===== config.mk =====
export PLATFORM = sky130hd
export DESIGN_NAME = riscv_mtimer
export DESIGN_NICKNAME = d
export VERILOG_FILES = /design/src/rtl/riscv_mtimer.sv
export SDC_FILE = /design/constraint.sdc
export NUM_CORES = 1
export LEC_CHECK = 0
export ABC_CLOCK_PERIOD_IN_PS = 10870
export CAP_MARGIN = 20
export CORE_UTILIZATION = 40
export CTS_BUF_LIST = sky130_fd_sc_hd__clkbuf_2 sky130_fd_sc_hd__clkbuf_4 sky130_fd_sc_hd__clkbuf_8
export DETAILED_ROUTE_END_ITERATION = 7
export SLEW_MARGIN = 20
export SYNTH_ARGS = -nofsm -noshare
export SYNTH_HDL_FRONTEND = slang
export SYNTH_SLANG_ARGS = --single-unit
export TNS_END_PERCENT = 30

===== constraint.sdc =====
create_clock -name clk -period 10.87 [get_ports clk]
set_clock_uncertainty 0.05 [all_clocks]
set_input_delay 2.7175 -clock clk [delete_from_list [all_inputs] [get_ports clk]]
set_output_delay 2.7175 -clock clk [all_outputs]
set_load 0.1 [all_outputs]

===== src/rtl/riscv_mtimer.sv =====
// riscv_mtimer: memory-mapped RISC-V machine timer.
//   - 64-bit mtime counter advanced once per microsecond by a CLKFREQMHZ prescaler
//   - 64-bit mtimecmp compare register, reset to all-ones so the timer starts quiet
//   - registered level interrupt irq = (mtime >= mtimecmp)
//   - four 32-bit words: 0 mtime lo, 1 mtime hi, 2 mtimecmp lo, 3 mtimecmp hi
//   - combinational zero-latency read path
// Optional build macro MTIMER_READ_LATCH_EN: a read of word 0 snapshots
// mtime[63:32] so that a following read of word 1 is coherent across a carry.
module riscv_mtimer #(
  parameter int unsigned CLKFREQMHZ = 100  // legal 1..1023
) (
  input  logic        clk,
  input  logic        nreset,
  input  logic        cs,
  input  logic [1:0]  addr,
  input  logic        wr,
  input  logic [31:0] wdata,
  input  logic        rd,
  output logic [31:0] rdata,
  output logic        rvalid,
  output logic        irq
);

  localparam int unsigned     PW      = 10;
  localparam logic [PW-1:0]   PRE_MAX = PW'(CLKFREQMHZ - 1);

  localparam logic [1:0] ADDR_MTIME_LO = 2'd0;
  localparam logic [1:0] ADDR_MTIME_HI = 2'd1;
  localparam logic [1:0] ADDR_CMP_LO   = 2'd2;
  localparam logic [1:0] ADDR_CMP_HI   = 2'd3;

  logic [PW-1:0] pre_q, pre_d;
  logic [63:0]   mtime_q, mtime_d;
  logic [63:0]   mtimecmp_q, mtimecmp_d;
  logic          irq_q, irq_d;
  logic          tick;
  logic          wr_en;
  logic          rd_en;
  logic [31:0]   mtime_hi_rd;

  // Bus qualification: a read is only a read when no write shares the cycle.
  assign wr_en = cs & wr;
  assign rd_en = cs & rd & ~wr;

  // Prescaler: count 0..CLKFREQMHZ-1, tick on the last count and wrap.
  always_comb begin
    tick  = (pre_q == PRE_MAX);
    pre_d = tick ? '0 : pre_q + PW'(1);
  end

  // mtime next state: a software write to either half beats the tick, and
  // the untouched half holds (no carry into or out of a written word).
  always_comb begin
    // NOTE: every always_comb output gets a default first so no path can infer a latch.
    mtime_d = mtime_q;
    if (wr_en && addr == ADDR_MTIME_LO) begin
      mtime_d[31:0] = wdata;
    end else if (wr_en && addr == ADDR_MTIME_HI) begin
      mtime_d[63:32] = wdata;
    end else if (tick) begin
      mtime_d = mtime_q + 64'd1;
    end
  end

  // mtimecmp next state: plain half-word writes.
  always_comb begin
    mtimecmp_d = mtimecmp_q;
    if (wr_en && addr == ADDR_CMP_LO) begin
      mtimecmp_d[31:0] = wdata;
    end else if (wr_en && addr == ADDR_CMP_HI) begin
      mtimecmp_d[63:32] = wdata;
    end
  end

  // Interrupt compares the values this edge is about to load.
  assign irq_d = (mtime_d >= mtimecmp_d);

  // Timer state registers.
  always_ff @(posedge clk or negedge nreset) begin
    if (!nreset) begin
      pre_q      <= '0;
      mtime_q    <= '0;
      mtimecmp_q <= '1;
      irq_q      <= 1'b0;
    end else begin
      // NOTE: sequential state uses non-blocking assignments so every register
      // samples pre-edge values regardless of statement order.
      pre_q      <= pre_d;
      mtime_q    <= mtime_d;
      mtimecmp_q <= mtimecmp_d;
      irq_q      <= irq_d;
    end
  end

`ifdef MTIMER_READ_LATCH_EN
  logic [31:0] shadow_q, shadow_d;

  // Shadow of mtime[63:32]: captured on a word-0 read, replaced by a word-1 write.
  always_comb begin
    shadow_d = shadow_q;
    if (rd_en && addr == ADDR_MTIME_LO) begin
      shadow_d = mtime_q[63:32];
    end else if (wr_en && addr == ADDR_MTIME_HI) begin
      shadow_d = wdata;
    end
  end

  // Shadow register; it is a single control word, so it is reset like the rest.
  always_ff @(posedge clk or negedge nreset) begin
    if (!nreset) begin
      shadow_q <= '0;
    end else begin
      shadow_q <= shadow_d;
    end
  end

  assign mtime_hi_rd = shadow_q;
`else
  assign mtime_hi_rd = mtime_q[63:32];
`endif

  // Combinational read mux; drives zero whenever no qualified read is present.
  always_comb begin
    rdata  = '0;
    rvalid = rd_en;
    if (rd_en) begin
      case (addr)
        ADDR_MTIME_LO: rdata = mtime_q[31:0];
        ADDR_MTIME_HI: rdata = mtime_hi_rd;
        ADDR_CMP_LO:   rdata = mtimecmp_q[31:0];
        default:       rdata = mtimecmp_q[63:32];
      endcase
    end
  end

  assign irq = irq_q;

endmodule


==> results.py <==
metrics = {
    "status": {
        "status": "finished with violations",
        "violations": "DRC",
    },
    "power_and_ir_drop": {
        "power_leakage_nw": 4.50,
        "p_sw_uw": 650,
        "swShare_pct": 35.1,
        "ir_drop_uv": 81.9,
        "comb_power_share_pct": 31.1,
        "internal_power_mw": 1.20,
        "p_per_area_nw_per_um2": 168,
        "seq_power_share_pct": 40.5,
        "power_mw": 1.85,
        "pwr-share-clk_pct": 28.4,
    },
    "synthesis": {
        "synth_top_area_share_pct": 19.8,
        "yosys_warnings": 0,
        "synth_area_um2": 9500,
        "synthTopCellsByArea": "dfrtp_1 20%, dfstp_2 18%, ha_1 8.7%",
        "ys_types": 71,
        "ys_ff_latch": 139,
        "synth_top_area_cell": "dfrtp_1",
        "syn_avg_cell_area_um2": 9.93,
        "postSynthCellCount": 957,
        "synth_edf_count": 0,
        "yosysMostFrequentCell": "nand2_1",
        "synth_async_sr_flop_share_pct": 100,
        "ys_seq_area_share_pct": 37.5,
        "ys.flop_type": "dfrtp_1",
        "syn_nets": 1062,
        "synth_common_cells": "85 x nand2_1, 75 x dfrtp_1, 74 x inv_1",
    },
    "clock_network": {
        "cts_hold_buffers": 0,
        "clk_latency_ps": 470,
        "post_cts_buffers": 0,
        "cts_resized": 0,
        "numCtsBuffers": 17,
        "clkSlewWorstSetupHoldPaths_ps": 80,
        "clk_path_buf_depth": 2,
        "root_buffer": "clkbuf_8",
        "cts_htree_levels": 4,
        "cts_tree": "built",
        "cts_sinks": 139,
    },
    "final_layout": {
        "drive_gt1_share_pct": 20.6,
        "diodes": 0,
        "final_area_um2": 11000,
        "synthToLayoutAreaGrowth_pct": 15.7,
        "utilization_pct": 47.0,
        "fin_cells": 1350,
        "layout.nets": 1123,
    },
    "worst_setup_path": {
        "startpoint": "addr[0]",
        "r2r_slack_ps": 5550,
        "critPathCapture": "rdata[27]",
        "path_max_fanout": 34,
        "worst_r2r_startpoint": "mtime_q[18]",
        "r2r_end": "irq",
        "critPathArrivalTime_ps": 5490,
        "critPathCaptureType": "primary output",
        "path_class": "in -> out",
        "rr_worst_depth": 10,
        "required_ps": 8100,
        "cp-start-kind": "primary input",
    },
    "drt": {
        "finalWirelength_um": 26600,
        "drtIter0Drc": 550,
        "vias": 7563,
        "ant_nets": 0,
        "drcViolationCount": 1,
        "vias_per_cell": 5.60,
        "wl_per_cell_um": 19.7,
        "drt_first_pass_iters": 7,
    },
    "worst_hold_path": {
        "min-delay-path-class": "reg -> reg",
    },
    "sta": {
        "slew-limit-headroom_pct": 35.2,
        "whs_ps": 439,
        "period_needed_ps": 8260,
        "drv_slew": 0,
        "setup_ws_ps": 2610,
        "setup_violations": 0,
        "fin_crit_sh_pct": 76.0,
        "timing.fmax_mhz": 121,
        "rsz0062_at_grt": "false",
        "finalSetupTns_ps": 0,
        "hold_viol_final": 0,
        "worstMarginPinSlew_ps": 970,
    },
    "grt": {
        "antenna_found_initial": 0,
        "grt_pass1_wl_um": 42700,
        "grt_max_degree": 75,
        "grt_pass1_vias": 7479,
        "grt_usage_pct": 23.3,
        "grt-ovfl-total": 0,
    },
    "floorplanning": {
        "start_util_pct": 40.6,
        "dieHeight_um": 156,
        "num_io_pins": 73,
        "design.die.area_um2": 24400,
        "rows": 56,
        "coreArea_um2": 23400,
        "die_w_um": 156,
    },
    "place": {
        "place_ws_ps": 2550,
        "finalWeightedCongestion": 0.854,
        "dp.cells": 1318,
        "dpl_cell_area_um2": 10500,
        "io_buffer_count": 72,
        "hpwlAfterDp_um": 19200,
    },
    "job": {
        "max-cap-violations": 0,
    },
}
-- cells by family (layout without fill, tap and decap cells) --
logic type	count (synthesis)	in the layout	share of synthesized area (%)
flops	139	139	37.5
fa+ha+maj	66	66	8.69
compound gates	160	160	10.7
xor+xnor	41	41	3.78
mux	98	98	15.2
buf+inv	116	190	5.03
simple gates	337	337	19.2
-- flip-flops by register name, indices dropped and copies added, names as in the netlist --
| signal | count |
|---|---|
| mtime_q | 64 |
| pre_q | 10 |
| irq | 1 |
| mtimecmp_q | 64 |
-- critical path, cell delays in order --
cell and delay [ps]:
buf_2 410, buf_4 620, mux4_2 580, nor2b_1 140, clkdlybuf4s50_1 980
-- power by group through the flow --
stage	clock network [mW]	registers, mW	logic (mW)
global placement	0	0.756	0.568
CTS	0.533	0.749	0.580
detailed placement	0	0.758	0.575
finish	0.526	0.750	0.575
global route	0.558	0.765	0.645
floorplan	0	0.727	0.420
-- worst min-delay path by stage --
stage | end | slack, ps | depth (start not counted) | from
5_1_grt | pre_q[0] | 460 | 1 | pre_q[0]
3_3_place_gp | pre_q[0] | 430 | 1 | pre_q[0]
4_1_cts | pre_q[0] | 440 | 1 | pre_q[0]
2_1_floorplan | pre_q[0] | 410 | 1 | pre_q[0]
3_5_place_dp | pre_q[0] | 430 | 1 | pre_q[0]
6_report | pre_q[0] | 440 | 1 | pre_q[0]
-- cells in the final DEF (no fill, tap or decap), types with 4 or more instances in the layout --
cell type / synthesis / layout
nand4_1: 32 / 32
nand2_1: 85 / 85
o21ai_0: 41 / 41
nor2b_1: 40 / 40
ha_1: 66 / 66
dfstp_2: 64 / 64
mux2_2: 50 / 50
bufinv_16: 0 / 6
or4_1: 6 / 6
a311oi_1: 6 / 6
inv_1: 74 / 74
clkbuf_8: 3 / 17
dfrtp_1: 75 / 75
a21oi_1: 44 / 44
nor3_1: 19 / 19
mux4_2: 32 / 32
clkdlybuf4s50_1: 0 / 69
nand3_1: 38 / 38
clkinvlp_4: 0 / 4
nand2b_1: 6 / 6
and3_1: 18 / 18
xnor2_1: 17 / 17
a21o_1: 5 / 5
nor2_1: 46 / 45
and2_1: 4 / 4
a221oi_1: 4 / 4
xor2_1: 24 / 24
nor4_1: 14 / 14
a211oi_1: 15 / 15
o31ai_1: 9 / 9
mux2i_1: 16 / 16
buf_4: 0 / 12
a31oi_1: 4 / 4
-- final cells by class --
class	instances	area, µm²
inverter	74	278
clock inverter	15	246
tap	319	399
multi-input combinational	702	5470
timing repair buffer	84	802
sequential	139	3560
clock buffer	17	234
fill	2249	12400
-- routing by layer --
layer,vias to the layer above,global-route usage (%),share of wire [%]
met5,-,0,0
met4,0,8.12,2.5
met3,46,4.11,5.0
met2,214,36.8,46
met1,3676,31.9,47
li1,3627,-,-
Power figures use the tool's default switching activity.
